==> src/rtl/usb_tx_pkg.sv <==
// Shared constants and types for the USB full-speed transmit bit sequencer.
// Provides the state encoding, SYNC pattern, bit-stuff limit, EOP length,
// {dp,dm} line-level constants and the NRZI next-level helper.
package usb_tx_pkg;

  localparam int unsigned BYTE_W   = 8;
  localparam int unsigned CNT_W    = 4;
  localparam int unsigned ONES_W   = 3;
  localparam int unsigned LINE_W   = 2;

  typedef enum logic [2:0] {
    IDLE    = 3'd0,
    SYNC    = 3'd1,
    DATA    = 3'd2,
    EOP_SE0 = 3'd3,
    EOP_J   = 3'd4
  } tx_state_t;

  localparam logic [BYTE_W-1:0] SYNC_BYTE    = 8'h80;
  localparam logic [ONES_W-1:0] STUFF_LIMIT  = 3'd6;
  localparam int unsigned       EOP_SE0_BITS = 2;

  // Line levels as {dp, dm}
  localparam logic [LINE_W-1:0] LINE_J   = 2'b10;
  localparam logic [LINE_W-1:0] LINE_K   = 2'b01;
  localparam logic [LINE_W-1:0] LINE_SE0 = 2'b00;

  // NRZI: a 0 toggles J/K, a 1 holds the current level
  function automatic logic [LINE_W-1:0] nrzi_next(input logic [LINE_W-1:0] line,
                                                  input logic              bit_val);
    return bit_val ? line : ~line;
  endfunction

endpackage

==> src/rtl/flex_counter.sv <==
// Modulo counter: counts 0 .. rollover_val-1 on count_enable, wraps to 0.
// Ports: clk, n_rst (async active-low), clear (sync, has priority),
//        count_enable, rollover_val, count_out (registered).
module flex_counter #(
  parameter int unsigned NUM_CNT_BITS = 4
) (
  input  logic                    clk,
  input  logic                    n_rst,
  input  logic                    clear,
  input  logic                    count_enable,
  input  logic [NUM_CNT_BITS-1:0] rollover_val,
  output logic [NUM_CNT_BITS-1:0] count_out
);

  logic [NUM_CNT_BITS-1:0] count_n;

  // Next count: clear wins, otherwise increment with wrap
  always_comb begin
    count_n = count_out;
    if (clear) begin
      count_n = '0;
    end else if (count_enable) begin
      if (count_out == rollover_val - NUM_CNT_BITS'(1)) count_n = '0;
      else                                              count_n = count_out + NUM_CNT_BITS'(1);
    end
  end

  always_ff @(posedge clk or negedge n_rst) begin
    if (!n_rst) count_out <= '0;
    else        count_out <= count_n;
  end

endmodule

==> src/rtl/usb_tx_bit_sequencer.sv <==
// USB full-speed transmit bit sequencer: SYNC, NRZI bit-stuffed data
// (LSB first) pulled through a one-byte holding register, then EOP.
// Ports: clk, n_rst; tx_start; tx_byte/byte_valid/last_byte/byte_ready
// handshake; bit_strobe from divider, div_en/div_clear to divider;
// dp_out/dm_out line levels; tx_busy, tx_done and tx_err status.
module usb_tx_bit_sequencer
  import usb_tx_pkg::*;
(
  input  logic              clk,
  input  logic              n_rst,
  input  logic              tx_start,
  input  logic [BYTE_W-1:0] tx_byte,
  input  logic              byte_valid,
  input  logic              last_byte,
  input  logic              bit_strobe,
  output logic              byte_ready,
  output logic              div_en,
  output logic              div_clear,
  output logic              dp_out,
  output logic              dm_out,
  output logic              tx_busy,
  output logic              tx_done,
  output logic              tx_err
);

  localparam logic [CNT_W-1:0] SYNC_BITS = CNT_W'(8);
  localparam logic [CNT_W-1:0] LAST_BIT  = CNT_W'(7);
  localparam logic [CNT_W-1:0] SE0_LAST  = CNT_W'(EOP_SE0_BITS - 1);

  tx_state_t          state_q,      state_n;
  logic [LINE_W-1:0]  line_q,       line_n;
  logic [ONES_W-1:0]  ones_q,       ones_n;
  logic [CNT_W-1:0]   aux_q,        aux_n;
  logic [BYTE_W-1:0]  hold_byte_q,  hold_byte_n;
  logic               hold_last_q,  hold_last_n;
  logic               hold_full_q,  hold_full_n;
  logic [BYTE_W-1:0]  shift_q,      shift_n;
  logic               cur_last_q,   cur_last_n;
  logic               last_taken_q, last_taken_n;
  logic               byte_ready_n, div_en_n, div_clear_n;
  logic               tx_busy_n, tx_done_n, tx_err_n;

  logic               strobe, byte_take, stuff_due;
  logic               tx_bit, tx_bit_en, do_boundary, load, start;
  logic [BYTE_W-1:0]  src_byte;
  logic [CNT_W-1:0]   bit_cnt;

  assign strobe    = bit_strobe & div_en;
  assign byte_take = byte_valid & byte_ready;
  assign stuff_due = (ones_q == STUFF_LIMIT);
  assign dp_out    = line_q[1];
  assign dm_out    = line_q[0];

  // Index of the data bit currently on the line; stuffed bits do not advance it
  flex_counter #(.NUM_CNT_BITS(CNT_W)) u_bit_idx (
    .clk          (clk),
    .n_rst        (n_rst),
    .clear        (load | start),
    .count_enable (strobe & (state_q == DATA) & ~stuff_due),
    .rollover_val (CNT_W'(8)),
    .count_out    (bit_cnt)
  );

  // Next-state and next-output logic
  always_comb begin
    state_n      = state_q;
    line_n       = line_q;
    ones_n       = ones_q;
    aux_n        = aux_q;
    hold_byte_n  = hold_byte_q;
    hold_last_n  = hold_last_q;
    hold_full_n  = hold_full_q;
    shift_n      = shift_q;
    cur_last_n   = cur_last_q;
    last_taken_n = last_taken_q;
    div_clear_n  = 1'b0;
    tx_done_n    = 1'b0;
    tx_err_n     = 1'b0;
    tx_bit       = 1'b0;
    tx_bit_en    = 1'b0;
    do_boundary  = 1'b0;
    load         = 1'b0;
    start        = 1'b0;
    src_byte     = hold_byte_q;

    if (byte_take) begin
      hold_byte_n = tx_byte;
      hold_last_n = last_byte;
      hold_full_n = 1'b1;
      if (last_byte) last_taken_n = 1'b1;
    end

    case (state_q)
      IDLE: begin
        line_n = LINE_J;
        if (tx_start) begin
          state_n      = SYNC;
          div_clear_n  = 1'b1;
          start        = 1'b1;
          ones_n       = '0;
          aux_n        = '0;
          cur_last_n   = 1'b0;
          last_taken_n = 1'b0;
          hold_full_n  = 1'b0;
        end
      end
      SYNC: if (strobe) begin
        if (aux_q == SYNC_BITS) begin
          do_boundary = 1'b1;
        end else begin
          tx_bit    = SYNC_BYTE[aux_q[2:0]];
          tx_bit_en = 1'b1;
          aux_n     = aux_q + CNT_W'(1);
        end
      end
      DATA: if (strobe) begin
        // A stuffed bit is simply a transmitted 0 that leaves the index alone
        if (stuff_due) begin
          tx_bit_en = 1'b1;
        end else if (bit_cnt == LAST_BIT) begin
          do_boundary = 1'b1;
        end else begin
          tx_bit    = shift_q[bit_cnt[2:0] + 3'd1];
          tx_bit_en = 1'b1;
        end
      end
      EOP_SE0: if (strobe) begin
        if (aux_q == SE0_LAST) begin
          state_n = EOP_J;
          line_n  = LINE_J;
        end else begin
          aux_n = aux_q + CNT_W'(1);
        end
      end
      EOP_J: if (strobe) begin
        state_n   = IDLE;
        tx_done_n = 1'b1;
      end
      default: state_n = IDLE;
    endcase

    // Byte boundary: a capture on this same cycle counts (bypass the hold)
    if (do_boundary) begin
      if (hold_full_q || byte_take) begin
        src_byte    = hold_full_q ? hold_byte_q : tx_byte;
        load        = 1'b1;
        hold_full_n = 1'b0;
        shift_n     = src_byte;
        cur_last_n  = hold_full_q ? hold_last_q : last_byte;
        tx_bit      = src_byte[0];
        tx_bit_en   = 1'b1;
        state_n     = DATA;
      end else begin
        state_n  = EOP_SE0;
        line_n   = LINE_SE0;
        aux_n    = '0;
        tx_err_n = ~cur_last_q;
      end
    end

    if (tx_bit_en) begin
      line_n = nrzi_next(line_q, tx_bit);
      ones_n = tx_bit ? ones_q + ONES_W'(1) : '0;
    end

    tx_busy_n    = (state_n != IDLE);
    div_en_n     = (state_q != IDLE) && (state_n != IDLE);
    byte_ready_n = ((state_n == SYNC) || (state_n == DATA)) && !hold_full_n && !last_taken_n;
  end

  // State and registered outputs
  always_ff @(posedge clk or negedge n_rst) begin
    if (!n_rst) begin
      state_q      <= IDLE;
      line_q       <= LINE_J;
      ones_q       <= '0;
      aux_q        <= '0;
      hold_byte_q  <= '0;
      hold_last_q  <= 1'b0;
      hold_full_q  <= 1'b0;
      shift_q      <= '0;
      cur_last_q   <= 1'b0;
      last_taken_q <= 1'b0;
      byte_ready   <= 1'b0;
      div_en       <= 1'b0;
      div_clear    <= 1'b0;
      tx_busy      <= 1'b0;
      tx_done      <= 1'b0;
      tx_err       <= 1'b0;
    end else begin
      state_q      <= state_n;
      line_q       <= line_n;
      ones_q       <= ones_n;
      aux_q        <= aux_n;
      hold_byte_q  <= hold_byte_n;
      hold_last_q  <= hold_last_n;
      hold_full_q  <= hold_full_n;
      shift_q      <= shift_n;
      cur_last_q   <= cur_last_n;
      last_taken_q <= last_taken_n;
      byte_ready   <= byte_ready_n;
      div_en       <= div_en_n;
      div_clear    <= div_clear_n;
      tx_busy      <= tx_busy_n;
      tx_done      <= tx_done_n;
      tx_err       <= tx_err_n;
    end
  end

endmodule
==> config.mk <==
export PLATFORM = sky130hd
export DESIGN_NAME = usb_tx_bit_sequencer
export DESIGN_NICKNAME = d
export VERILOG_FILES = /design/src/rtl/usb_tx_pkg.sv /design/src/rtl/flex_counter.sv /design/src/rtl/usb_tx_bit_sequencer.sv
export SDC_FILE = /design/constraint.sdc
export NUM_CORES = 1
export LEC_CHECK = 0
export CAP_MARGIN = 5
export CORE_UTILIZATION = 55
export DETAILED_ROUTE_END_ITERATION = 12
export DONT_BUFFER_PORTS = 1
export HOLD_SLACK_MARGIN = 0.06
export MAX_ROUTING_LAYER = met4
export PLACE_DENSITY = 0.75
export SYNTH_ARGS = -nofsm -noshare
export SYNTH_HDL_FRONTEND = slang
export SYNTH_SLANG_ARGS = --single-unit
==> constraint.sdc <==
create_clock -name clk -period 3.7 [get_ports clk]
set_input_delay 0.74 -clock clk [delete_from_list [all_inputs] [get_ports clk]]
set_output_delay 0.74 -clock clk [all_outputs]
set_load 0.05 [all_outputs]
==> PnR_summary.wiki, run 1 <==
{| class="wikitable"
! Metric !! Value
|-
| Fraction of registers with async set or reset after synthesis || 100.0%
|-
| Total number of vias || 1,608
|-
| Post-DR vias/cell || 5.847
|-
| Die height || 66.42 microns
|-
| Max clock buf depth || 2
|-
| Kind of critical path || flip-flop to flip-flop
|-
| Peak ir drop on the vdd network || 516.7 uV
|-
| Net count after synthesis || 245
|-
| Minimum period implied by the final worst setup slack || 2.324 ns
|-
| # hold bufs at CTS || 0
|-
| Antenna diode count || 0
|-
| Setup crit start kind || flip-flop
|-
| Path class of the lowest-slack min-delay path || input pin to asynchronous set/reset pin
|-
| Average detailed-routed wire length per instance || 15.29 microns
|-
| Via count of the first global-routing pass || 1,513
|-
| Congestion Overflow GR || 0
|-
| Synth top area cells || dfrtp_1, nand2_1, ha_1
|-
| Post-synthesis cell type with the largest combined area || dfrtp_1
|-
| Filler Cells Inserted || 351
|-
| Unrepaired setup endpoints after global routing || false
|-
| Number of flops mapped to enable cells by yosys || 0
|-
| Fraction of final layout cells with drive strength greater than 1 || 16.44%
|-
| Portion of the post-synthesis area used by sequential elements || 46.11%
|-
| # port buffers || 0
|-
| Synth top cells by count || dfrtp_1, nand2_1, nor2_1, a21oi_1, o21ai_1
|-
| Compound-gate portion of the synthesized area || 16.94%
|-
| Gate power share || 34.1%
|-
| Max Clock Skew || 0.007121 ns
|-
| Largest family of logic cells by synthesized area || simple AND/OR/NAND/NOR gates
|-
| Post-synthesis register bit count || 42
|-
| Seq pwr share || 47.4%
|-
| Worst-skew pair later-pin latency || 0.29 ns
|-
| CP required || 3.92 ns
|-
| Seq. cell area || 1052 sq um
|-
| Result of the run || completed
|-
| Primary FF master, synth || dfrtp_1
|-
| # nets final || 245
|-
| Cell-internal power || 1161 uW
|-
| Multi-input gate area in the final layout || 1170 sq um
|-
| Final number of setup-violating endpoints || 0
|-
| Transition at the pin with the smallest max-transition slack || 0.6433 ns
|-
| Num CTS Buffers || 5
|-
| Sum of negative setup slack || 0 ns
|-
| Global-route wire length before repair || 7148 microns
|-
| Portion of netlist area occupied by mux cells || 8.936%
|-
| Power per cell area || 795.9 nW/um^2
|-
| Clk network pwr share || 18.6%
|-
| Cell row count || 23
|-
| Critical path fanouts, max || 16
|-
| Max-cap viol count || 0
|-
| Number of I/O pins || 22
|-
| Antenna-violating nets left || 0
|-
| Leakage power figure || 0.001074 uW
|-
| Number of instances in the synthesized netlist || 224
|-
| Number of max-slew violations in the final report || 0
|-
| First drt pass iteration count || 4
|-
| Clk Tree Root Cell || clkbuf_8
|-
| Net switching share of the total power || 39.74%
|-
| Post-route clock period utilization || 62.82%
|-
| Post-synthesis xor/xnor area fraction || 1.151%
|-
| DR iter-0 viols || 75
|-
| DRC violation count after routing || 0
|-
| Layout overhead on the synthesized area || 6.085%
|-
| Pin count of the biggest net entering global routing || 43
|-
| Initial cell density of the core || 57.05%
|-
| Post-CTS repair timing setup buffer count || 0
|-
| Area enclosed by the die boundary || 4411 sq um
|-
| Detailed placement HPWL || 3081 microns
|-
| Worst R2R Setup Slack || 1.38 ns
|-
| Timing-limited maximum frequency || 430.2 MHz
|-
| Switching pwr || 765.9 uW
|-
| H-tree depth reported by CTS || 2
|-
| # resized after CTS || 0
|-
| Post-detailed-routing wire length || 4205 microns
|-
| Initial antenna violation count || 0
|-
| TritonCTS sink count || 42
|-
| Data arrival time at the worst-slack endpoint || 2.54 ns
|-
| Clock transition time at the flip-flop clock pins of the worst setup and hold paths || 0.08 ns
|-
| TritonCTS clock tree || done
|-
| Area fraction in and, or, nand and nor cells after synthesis || 20.39%
|-
| Syn_area_per_cell || 10.19 sq um
|-
| Synthesized cell area || 2282 sq um
|-
| Finished Core Util || 60.53%
|-
| Adder-cell share of the synthesized area || 3.838%
|-
| Horiz. Die Dim || 66.42 microns
|-
| Worst slew margin || 56.99%
|-
| Final weighted congestion in routability-driven placement || 0.8577
|-
| Cell with the most instances after synthesis || dfrtp_1
|-
| Share of Yosys cell area claimed by the top area cell type || 44.96%
|-
| Fin. Hold Viols || 0
|-
| Yosys synthesis warning count || 0
|-
| Area of the placeable core || 4000 sq um
|-
| Number of library cell types mapped by synthesis || 59
|-
| Combined global-route utilization of all metal layers || 22.38%
|-
| Worst Setup End Kind || flip-flop
|}
==> power groups by stage <==
| stage | combinational (uW) | sequential, uW | clock [uW] |
|---|---|---|---|
| global placement | 633 | 907 | 0 |
| CTS | 658 | 913 | 368 |
| finish | 656 | 912 | 358 |
| detailed placement | 653 | 921 | 0 |
| global route | 740 | 940 | 386 |
| floorplan | 602 | 834 | 0 |
==> per-stage QoR <==
step / total power (uW) / hold slack [ns] / instances / setup slack [ns] / area [sq um]
after floorplan: 1436 / 0.4014 / 224 / 1.692 / 2282
after global placement: 1540 / 0.4385 / 267 / 1.438 / 2307
after detailed placement: 1574 / 0.4443 / 267 / 1.376 / 2307
after CTS: 1939 / 0.1205 / 275 / 1.367 / 2421
after global routing: 2066 / 0.1075 / 275 / 1.153 / 2421
final: 1927 / 0.1302 / 275 / 1.376 / 2421
==> worst paths after layout <==
| check | depth (start not counted) | endpoint | startpoint |
|---|---|---|---|
| min in group clk | 1 | tx_err | cur_last_q |
| max | 6 | u_bit_idx.count_out[1] | u_bit_idx.count_out[0] |
| min | 0 | hold_byte_q[5] | n_rst |
| max in group asynchronous | 0 | line_q[1] | n_rst |
| max reg2reg | 6 | u_bit_idx.count_out[1] | u_bit_idx.count_out[0] |
| min reg2reg | 1 | tx_err | cur_last_q |
==> placed cells by master (no fill, tap or decap), types with 2 or more instances in the layout <==
master	count
a211o_1	2
mux2i_1	8
a21oi_2	3
mux2_2	7
clkbuf_8	5
o21ai_1	11
dfrtp_1	41
nand2_2	2
mux4_2	2
or3_1	2
a21oi_1	15
nor3_1	4
o21ai_0	7
nand2_1	26
nor3b_1	2
clkinvlp_4	2
xor2_1	3
nand2b_1	4
and3_1	3
nand3_1	9
nand3_2	2
nand3b_1	2
inv_1	5
ha_1	7
nor2_1	17
==> cell families (layout without fill, tap and decap cells) <==
logic type | Yosys count | in the layout
multiplexers | 17 | 17
flip-flops | 42 | 42
AND/OR/NAND/NOR | 86 | 86
AO/OA/AOI/OAI | 56 | 56
buffers and inverters | 13 | 14
XOR/XNOR | 3 | 3
adder cells (fa/ha/maj) | 7 | 7
==> per-layer routing <==
| layer | GRT usage, % | up-vias | wire (microns) |
|---|---|---|---|
| met5 | - | - | 0 |
| met4 | 8.511 | 0 | 102 |
| met3 | 6.552 | 10 | 241 |
| met2 | 31.89 | 43 | 1882 |
| met1 | 30.08 | 756 | 1979 |
| li1 | - | 799 | - |
==> final cells by class <==
| type | count | share of cell area (%) |
|---|---|---|
| Sequential cell | 42 | 43.46 |
| Multi-Input combinational cell | 169 | 48.32 |
| Tap cell | 50 | 2.584 |
| Clock inverter | 3 | 1.860 |
| Clock buffer | 5 | 2.842 |
| Inverter | 6 | 0.9302 |
==> sequential cells by signal, summed over array words and instances, names as in the netlist, 2 cells and up <==
| signal | count |
|---|---|
| ones_q | 3 |
| state_q | 3 |
| shift_q | 8 |
| hold_byte_q | 8 |
| u_bit_idx.count_out | 4 |
| aux_q | 4 |
| line_q | 2 |
==> worst max-delay path: stages, from the launching register on <==
cell and delay, ns:
dfrtp_1 0.47, ha_1 0.31, and3b_1 0.26, and4_2 0.29, o211ai_2 0.53, nand2_1 0.22
a21oi_1 0.16
(Power assumes the default switching activity.)
==> inputs of run 2 (changes only) <==
--- a/config.mk
+++ b/config.mk
@@ -5,13 +5,14 @@
 export SDC_FILE = /design/constraint.sdc
 export NUM_CORES = 1
 export LEC_CHECK = 0
+export ABC_AREA = 1
 export CAP_MARGIN = 5
 export CORE_UTILIZATION = 55
 export DETAILED_ROUTE_END_ITERATION = 12
 export DONT_BUFFER_PORTS = 1
 export HOLD_SLACK_MARGIN = 0.06
 export MAX_ROUTING_LAYER = met4
-export PLACE_DENSITY = 0.75
+export PLACE_DENSITY = 0.78
 export SYNTH_ARGS = -nofsm -noshare
 export SYNTH_HDL_FRONTEND = slang
 export SYNTH_SLANG_ARGS = --single-unit
==> constraint.sdc (replaced) <==
create_clock -name clk -period 1.9 [get_ports clk]
set_input_delay 0.38 -clock clk [delete_from_list [all_inputs] [get_ports clk]]
set_output_delay 0.38 -clock clk [all_outputs]
set_load 0.05 [all_outputs]
==> run 2 against run 1 <==
Effect of this change:
- via count up 23%
- core utilization grew 4.9 points
- die area increased by 0.97%
- clock power increased by 63%
- setup slack lost 1.3 ns
- cell count up 31%
- combinational power grew to 2.5 times the previous value
- final area increased by 8.1%
- largest cell class unchanged
==> PnR_summary.wiki, run 2 <==
{| class="wikitable"
! Metric !! Value
|-
| Initial cell density of the core || 57.62% (+0.56 points)
|-
| Data arrival time at the worst-slack endpoint || 2.00 ns (-0.54 ns)
|-
| Max-cap viol count || 0 (unchanged)
|-
| Cell row count || 23 (unchanged)
|-
| Net count after synthesis || 311 (+27%)
|-
| Critical path destination || div_en
|-
| Cell with the most instances after synthesis || nand2_1
|-
| Area enclosed by the die boundary || 4454 sq um (+0.97%)
|-
| Fin. Hold Viols || 0 (unchanged)
|-
| Clk Tree Root Cell || clkbuf_8
|-
| Total power after layout || 3820 uW (+98%)
|-
| Synthesized cell area || 2305 sq um (+0.99%)
|-
| First drt pass iteration count || 6 (+2)
|-
| Number of max-slew violations in the final report || 0 (unchanged)
|-
| Largest registers ranked by flip-flop count || hold_byte_q (8), shift_q (8)
|-
| H-tree depth reported by CTS || 2 (unchanged)
|-
| Combined global-route utilization of all metal layers || 25.50% (+3.1 points)
|-
| Antenna diode count || 0 (unchanged)
|-
| Fraction of registers with async set or reset after synthesis || 100.0% (unchanged)
|-
| Worst-skew pair later-pin latency || 0.30 ns (about the same)
|-
| Peak ir drop on the vdd network || 1052 uV (+100%)
|-
| Area of the placeable core || 4000 sq um (unchanged)
|-
| Initial antenna violation count || 0 (unchanged)
|-
| Portion of the post-synthesis area used by sequential elements || 45.66% (-0.45 points)
|-
| Fraction of final layout cells with drive strength greater than 1 || 16.45% (about the same)
|-
| Path class of the lowest-slack min-delay path || input pin to flip-flop
|-
| Number of I/O pins || 22 (unchanged)
|-
| Sum of negative setup slack || 0 ns (unchanged)
|-
| Synth top area cells || dfrtp_1, nand2_1, inv_1
|-
| Final weighted congestion in routability-driven placement || 0.9616 (+12%)
|-
| # port buffers || 0 (unchanged)
|-
| Reg-to-reg startpoint || aux_q[1]
|-
| Max clock buf depth || 2 (unchanged)
|-
| Average detailed-routed wire length per instance || 13.19 microns (-14%)
|-
| Kind of critical path || flip-flop to flip-flop
|-
| Total number of vias || 1,979 (+23%)
|-
| Num CTS Buffers || 5 (unchanged)
|-
| Setup slack after placement || 0.09737 ns (-1.278 ns)
|-
| Transition at the pin with the smallest max-transition slack || 0.5280 ns (-0.1153 ns)
|-
| Post-synthesis cell type with the largest combined area || dfrtp_1
|-
| TritonCTS clock tree || done
|-
| Congestion Overflow GR || 0 (unchanged)
|-
| Worst slew margin || 64.80% (+7.8 points)
|-
| Highest-count cells in the layout ignoring fill and taps || nand2_1, inv_1, dfrtp_1
|-
| Post-route clock period utilization || 94.37% (+32 points)
|-
| Detailed placement HPWL || 3342 microns (+8.5%)
|-
| Worst Setup End Kind || flip-flop
|-
| Syn_area_per_cell || 7.947 sq um (-22%)
|-
| Global-route wire length before repair || 8128 microns (+14%)
|-
| Worst Hold Margin || 0.2374 ns (+0.1072 ns)
|-
| Minimum period implied by the final worst setup slack || 1.793 ns (-0.5313 ns)
|-
| Post-synthesis register bit count || 42 (unchanged)
|-
| Leakage power figure || 0.001364 uW (+27%)
|-
| Result of the run || completed
|-
| Primary FF master, synth || dfrtp_1
|-
| Timing-limited maximum frequency || 557.7 MHz (+30%)
|-
| TritonCTS sink count || 42 (unchanged)
|-
| Final number of setup-violating endpoints || 0 (unchanged)
|-
| # nets final || 330 (+35%)
|-
| Most common cell after layout, fill and taps aside || nand2_1
|-
| Post-detailed-routing wire length || 4747 microns (+13%)
|-
| Worst R2R Setup Slack || 0.11 ns (-1.27 ns)
|-
| Critical register-to-register path endpoint || div_en
|-
| Finished Core Util || 65.44% (+4.9 points)
|-
| Antenna-violating nets left || 0 (unchanged)
|-
| Via count of the first global-routing pass || 1,835 (+21%)
|-
| Number of library cell types mapped by synthesis || 35 (-41%)
|-
| Setup crit start kind || flip-flop
|-
| Worst setup path startpoint || aux_q[1]
|-
| Layout overhead on the synthesized area || 13.57%
|-
| Post-DR vias/cell || 5.497 (-6.0%)
|-
| Number of instances in the synthesized netlist || 290 (+29%)
|-
| Yosys synthesis warning count || 0 (unchanged)
|-
| Clock transition time at the flip-flop clock pins of the worst setup and hold paths || 0.08 ns (about the same)
|-
| Horiz. Die Dim || 66.74 microns (+0.48%)
|-
| CP required || 2.10 ns (-1.82 ns)
|-
| Power per cell area || 1459 nW/um^2 (+83%)
|-
| Worst Setup Slack, final || 0.1070 ns (-1.269 ns)
|-
| Number of flops mapped to enable cells by yosys || 0 (unchanged)
|-
| Share of Yosys cell area claimed by the top area cell type || 44.52% (-0.44 points)
|-
| DRC violation count after routing || 0 (unchanged)
|-
| DR iter-0 viols || 75 (unchanged)
|-
| Critical path fanouts, max || 4 (-12)
|-
| Pin count of the biggest net entering global routing || 43 (unchanged)
|-
| Synth top cells by count || nand2_1, inv_1, dfrtp_1, nand3_1, o21ai_0
|-
| Die height || 66.74 microns (+0.48%)
|-
| Max Clock Skew || 0.006663 ns (-0.0004580 ns)
|-
| Worst R2R Path Depth || 9 (+3)
|}
## run 2: changes by cell type after synthesis, sizes merged, moves of 7 or more
cell / delta
nand3: +16
o21ai: +12
nand2: +56
mux2i: -8
a21oi: -10
mux2: -7
inv: +42
## run 2: worst min path at each step
stage | from | to | slack, ns | cells past startpoint
2_1_floorplan | n_rst | aux_q[0] | 0.08 | 0
3_3_place_gp | n_rst | hold_byte_q[5] | 0.09 | 0
3_5_place_dp | n_rst | shift_q[6] | 0.09 | 0
4_1_cts | tx_byte[6] | hold_byte_q[6] | 0.24 | 2
5_1_grt | tx_byte[1] | hold_byte_q[1] | 0.23 | 2
6_report | tx_byte[1] | hold_byte_q[1] | 0.24 | 2
## run 2: timing repair
item,4_1_cts,5_1_grt
endpoints found under the hold margin,42,0
endpoints found under the setup margin,0,18
buffers inserted,0,8
hold buffers,2,0
gates resized for setup,0,14
## run 2: power by group
group	switching, uW	internal (uW)	total, uW
clock	323	259	582
sequential	352	1220	1570
combinational	1090	573	1670
total	1770	2050	3820
## run 2: layout make-up
class,count,area [sq um]
Multi-Input combinational cell,196,1089
Clock buffer,6,72.57
Fill cell,326,1383
Clock inverter,2,13.76
Timing Repair Buffer,16,135.1
Tap cell,50,62.56
Inverter,48,192.7
Sequential cell,42,1052
## run 2: worst max-delay path, cell delays in order (launching register included)
cell and delay (ns):
dfrtp_1 0.42, inv_1 0.10, ha_1 0.18, nand3_1 0.15, o21ai_0 0.36, nand3_1 0.18
inv_1 0.10, nand4_1 0.10, nand2_1 0.08, inv_1 0.04
## run 2: per-layer routing
metal	routed length, microns	up-vias	global-route usage (%)
li1	-	974	-
met3	216	13	5.651
met2	2258	58	39.39
met5	0	-	-
met4	122	0	10.90
met1	2150	934	32.19
## run 2: kinds of logic (layout without fill, tap and decap cells)
| family | after synthesis | in the layout | share of synthesized area, % |
|---|---|---|---|
| AOI/OAI and AO/OA | 52 | 52 | 14.39 |
| xor gates and xnor gates | 4 | 4 | 1.520 |
| adders and majority gates | 7 | 7 | 3.800 |
| buffers and inverters | 52 | 72 | 9.120 |
| DFF | 42 | 42 | 45.66 |
| and+or+nand+nor | 133 | 133 | 25.52 |
## run 2: stage by stage
| stage | area [sq um] | instances |
|---|---|---|
| finish | 2618 | 360 |
| global route | 2618 | 360 |
| CTS | 2501 | 352 |
| detailed placement | 2385 | 342 |
| global placement | 2385 | 342 |
| floorplan | 2305 | 290 |
==> inputs of run 3 (changes only) <==
--- a/config.mk
+++ b/config.mk
@@ -12,7 +12,7 @@
 export DONT_BUFFER_PORTS = 1
 export HOLD_SLACK_MARGIN = 0.06
 export MAX_ROUTING_LAYER = met4
-export PLACE_DENSITY = 0.78
+export PLACE_DENSITY = 0.73
 export SYNTH_ARGS = -nofsm -noshare
 export SYNTH_HDL_FRONTEND = slang
 export SYNTH_SLANG_ARGS = --single-unit
==> run 3 against run 2 <==
Effect of this change:
- total power increased by 2.9%
- cell count decreased by 0.56%
- die area did not move
- final area is 0.43% higher
- non-clock buffer count shrank 2
- combinational power about the same
==> PnR_summary.wiki, run 3 (synthesized netlist as in run 2, its figures left out) <==
{| class="wikitable"
! Metric !! Value
|-
| Result of the run || completed
|-
| Critical path fanouts, max || 6 (+2)
|-
| Max clock buf depth || 2 (unchanged)
|-
| DRC violation count after routing || 0 (unchanged)
|-
| Clk Tree Root Cell || clkbuf_8
|-
| Final non-filler cell total || 358 (-0.56%)
|-
| Post-detailed-routing wire length || 4760 microns (+0.27%)
|-
| First drt pass iteration count || 4 (-2)
|-
| Total power after layout || 3930 uW (+2.9%)
|-
| Seq. cell area || 1054 sq um (+0.12%)
|-
| Num CTS Buffers || 5 (unchanged)
|-
| Die height || 66.74 microns (unchanged)
|-
| DR iter-0 viols || 138 (+84%)
|-
| Worst slew margin || 63.95% (-0.86 points)
|-
| Via count of the first global-routing pass || 1,808 (-1.5%)
|-
| Number of I/O pins || 22 (unchanged)
|-
| Congestion Overflow GR || 0 (unchanged)
|-
| # port buffers || 0 (unchanged)
|-
| Layout overhead on the synthesized area || 14.06%
|-
| Post-DR vias/cell || 5.299 (-3.6%)
|-
| Clock transition time at the flip-flop clock pins of the worst setup and hold paths || 0.08 ns (about the same)
|-
| Transition at the pin with the smallest max-transition slack || 0.5408 ns (+0.01285 ns)
|-
| End point of the worst hold path || div_clear
|-
| Initial cell density of the core || 57.62% (unchanged)
|-
| Multi-input gate area in the final layout || 1094 sq um (+0.46%)
|-
| Kind of critical path || flip-flop to flip-flop
|-
| Final number of setup-violating endpoints || 0 (unchanged)
|-
| Placed instance count || 342 (unchanged)
|-
| TritonCTS clock tree || done
|-
| Antenna-violating nets left || 0 (unchanged)
|-
| Placed cell area || 2385 sq um (unchanged)
|-
| Combined global-route utilization of all metal layers || 25.17% (-0.33 points)
|-
| Antenna diode count || 0 (unchanged)
|-
| Number of max-slew violations in the final report || 0 (unchanged)
|-
| Max Clock Skew || 0.004011 ns (-0.002652 ns)
|-
| Global-route wire length before repair || 8162 microns (+0.42%)
|-
| Setup crit start kind || flip-flop
|-
| Path class of the lowest-slack min-delay path || input pin to flip-flop
|-
| Initial antenna violation count || 0 (unchanged)
|-
| Final weighted congestion in routability-driven placement || 0.8326 (-13%)
|-
| Hold Path Depth || 2 (unchanged)
|-
| Reg-to-reg startpoint || u_bit_idx.count_out[1]
|-
| Hold path startpoint || tx_start
|-
| Largest registers ranked by flip-flop count || hold_byte_q (8), shift_q (8)
|-
| Unrepaired setup endpoints after global routing || false
|-
| Horiz. Die Dim || 66.74 microns (unchanged)
|-
| CP required || 2.09 ns (about the same)
|-
| Timing-limited maximum frequency || 573.9 MHz (+2.9%)
|-
| Average detailed-routed wire length per instance || 13.30 microns (+0.83%)
|-
| Worst R2R Setup Slack || 0.16 ns (+0.05 ns)
|-
| Pin count of the biggest net entering global routing || 43 (unchanged)
|-
| Total number of vias || 1,897 (-4.1%)
|-
| Worst Setup End Kind || flip-flop
|-
| Area enclosed by the die boundary || 4454 sq um (unchanged)
|-
| Worst R2R Path Depth || 12 (+3)
|-
| Sum of negative setup slack || 0 ns (unchanged)
|-
| Critical register-to-register path endpoint || line_q[0]
|-
| # nets final || 328 (-0.61%)
|-
| TritonCTS sink count || 42 (unchanged)
|-
| Filler Cells Inserted || 357 (+9.5%)
|-
| Post-route cell area || 2629 sq um (+0.43%)
|-
| Most common cell after layout, fill and taps aside || nand2_1
|-
| Cell row count || 23 (unchanged)
|-
| Power per cell area || 1495 nW/um^2 (+2.4%)
|-
| Leakage power figure || 0.001362 uW (-0.17%)
|-
| Post-route clock period utilization || 91.70% (-2.7 points)
|-
| Max-cap viol count || 0 (unchanged)
|-
| Area of the placeable core || 4000 sq um (unchanged)
|-
| Fin. Hold Viols || 0 (unchanged)
|-
| Peak ir drop on the vdd network || 918.4 uV (-13%)
|-
| Minimum period implied by the final worst setup slack || 1.742 ns (-0.05066 ns)
|-
| H-tree depth reported by CTS || 2 (unchanged)
|-
| Worst-skew pair later-pin latency || 0.29 ns (about the same)
|-
| Worst Hold Margin || 0.2325 ns (-0.004924 ns)
|-
| Fraction of final layout cells with drive strength greater than 1 || 16.56% (+0.11 points)
|-
| Detailed placement HPWL || 3321 microns (-0.61%)
|-
| Data arrival time at the worst-slack endpoint || 1.93 ns (-0.07 ns)
|-
| Highest-count cells in the layout ignoring fill and taps || nand2_1, inv_1, dfrtp_1
|}
## run 3: cell count changes in the layout (fill, tap and decap cells not counted), sizes merged
cell,before,now
clkbuf,6,7
clkinv,3,1
buf,15,13
bufinv,0,1
## run 3: critical path, cell delays in order (launching register included)
cell     delay (ns)
dfrtp_1        0.40
ha_4           0.16
nand2_1        0.07
nor2_2         0.16
nand2_2        0.07
nand2_1        0.07
o21ai_2        0.07
nor2_4         0.20
nand2_4        0.13
nand2_4        0.12
nand2_1        0.07
nand2_1        0.06
nand2_1        0.05
## run 3: worst max-delay path by stage
stage / startpoint / to / slack [ns] / depth (start not counted)
finish: u_bit_idx.count_out[1] / line_q[0] / 0.16 / 12
detailed placement: u_bit_idx.count_out[1] / shift_q[3] / 0.10 / 11
global placement: u_bit_idx.count_out[1] / shift_q[3] / 0.12 / 11
CTS: u_bit_idx.count_out[1] / shift_q[3] / 0.07 / 11
global route: u_bit_idx.count_out[1] / line_q[0] / 0.001 / 12
floorplan: div_en / div_en / 0.19 / 8
## run 3: timing repair
action	CTS	global route
resized for setup	0	17
buffers inserted	0	6
hold buffers	2	0
hold endpoints to repair	42	0
endpoints found under the setup margin	0	17
## run 3: power by group
group	leakage, uW	switching, uW	internal (uW)
sequential	0.000518	338	1220
combinational	0.000791	1110	568
clock	0.0000524	301	393
## run 3: area by class of cell
cell class	count	area share [%]
clock buffer	7	2.903
timing repair buffer	14	4.569
tap	50	2.380
inverter	48	7.330
sequential	42	40.08
clock inverter	1	1.142
multi-input combinational	196	41.60
## run 3: layer usage
metal | routed length, microns | up-vias | global-route usage (%)
met3 | 140 | 6 | 3.425
met4 | 61 | 0 | 10.64
met2 | 2119 | 37 | 35.23
met1 | 2439 | 888 | 36.32
li1 | - | 966 | -
met5 | 0 | - | -
## run 3: metrics by stage
| step | utilization, % | setup WS [ns] |
|---|---|---|
| after floorplan | - | 0.1930 |
| after global placement | 59.62 | 0.1239 |
| after detailed placement | 59.62 | 0.1022 |
| after CTS | 63.03 | 0.07478 |
| after global routing | 65.72 | 0.001355 |
| final | 65.72 | 0.1577 |
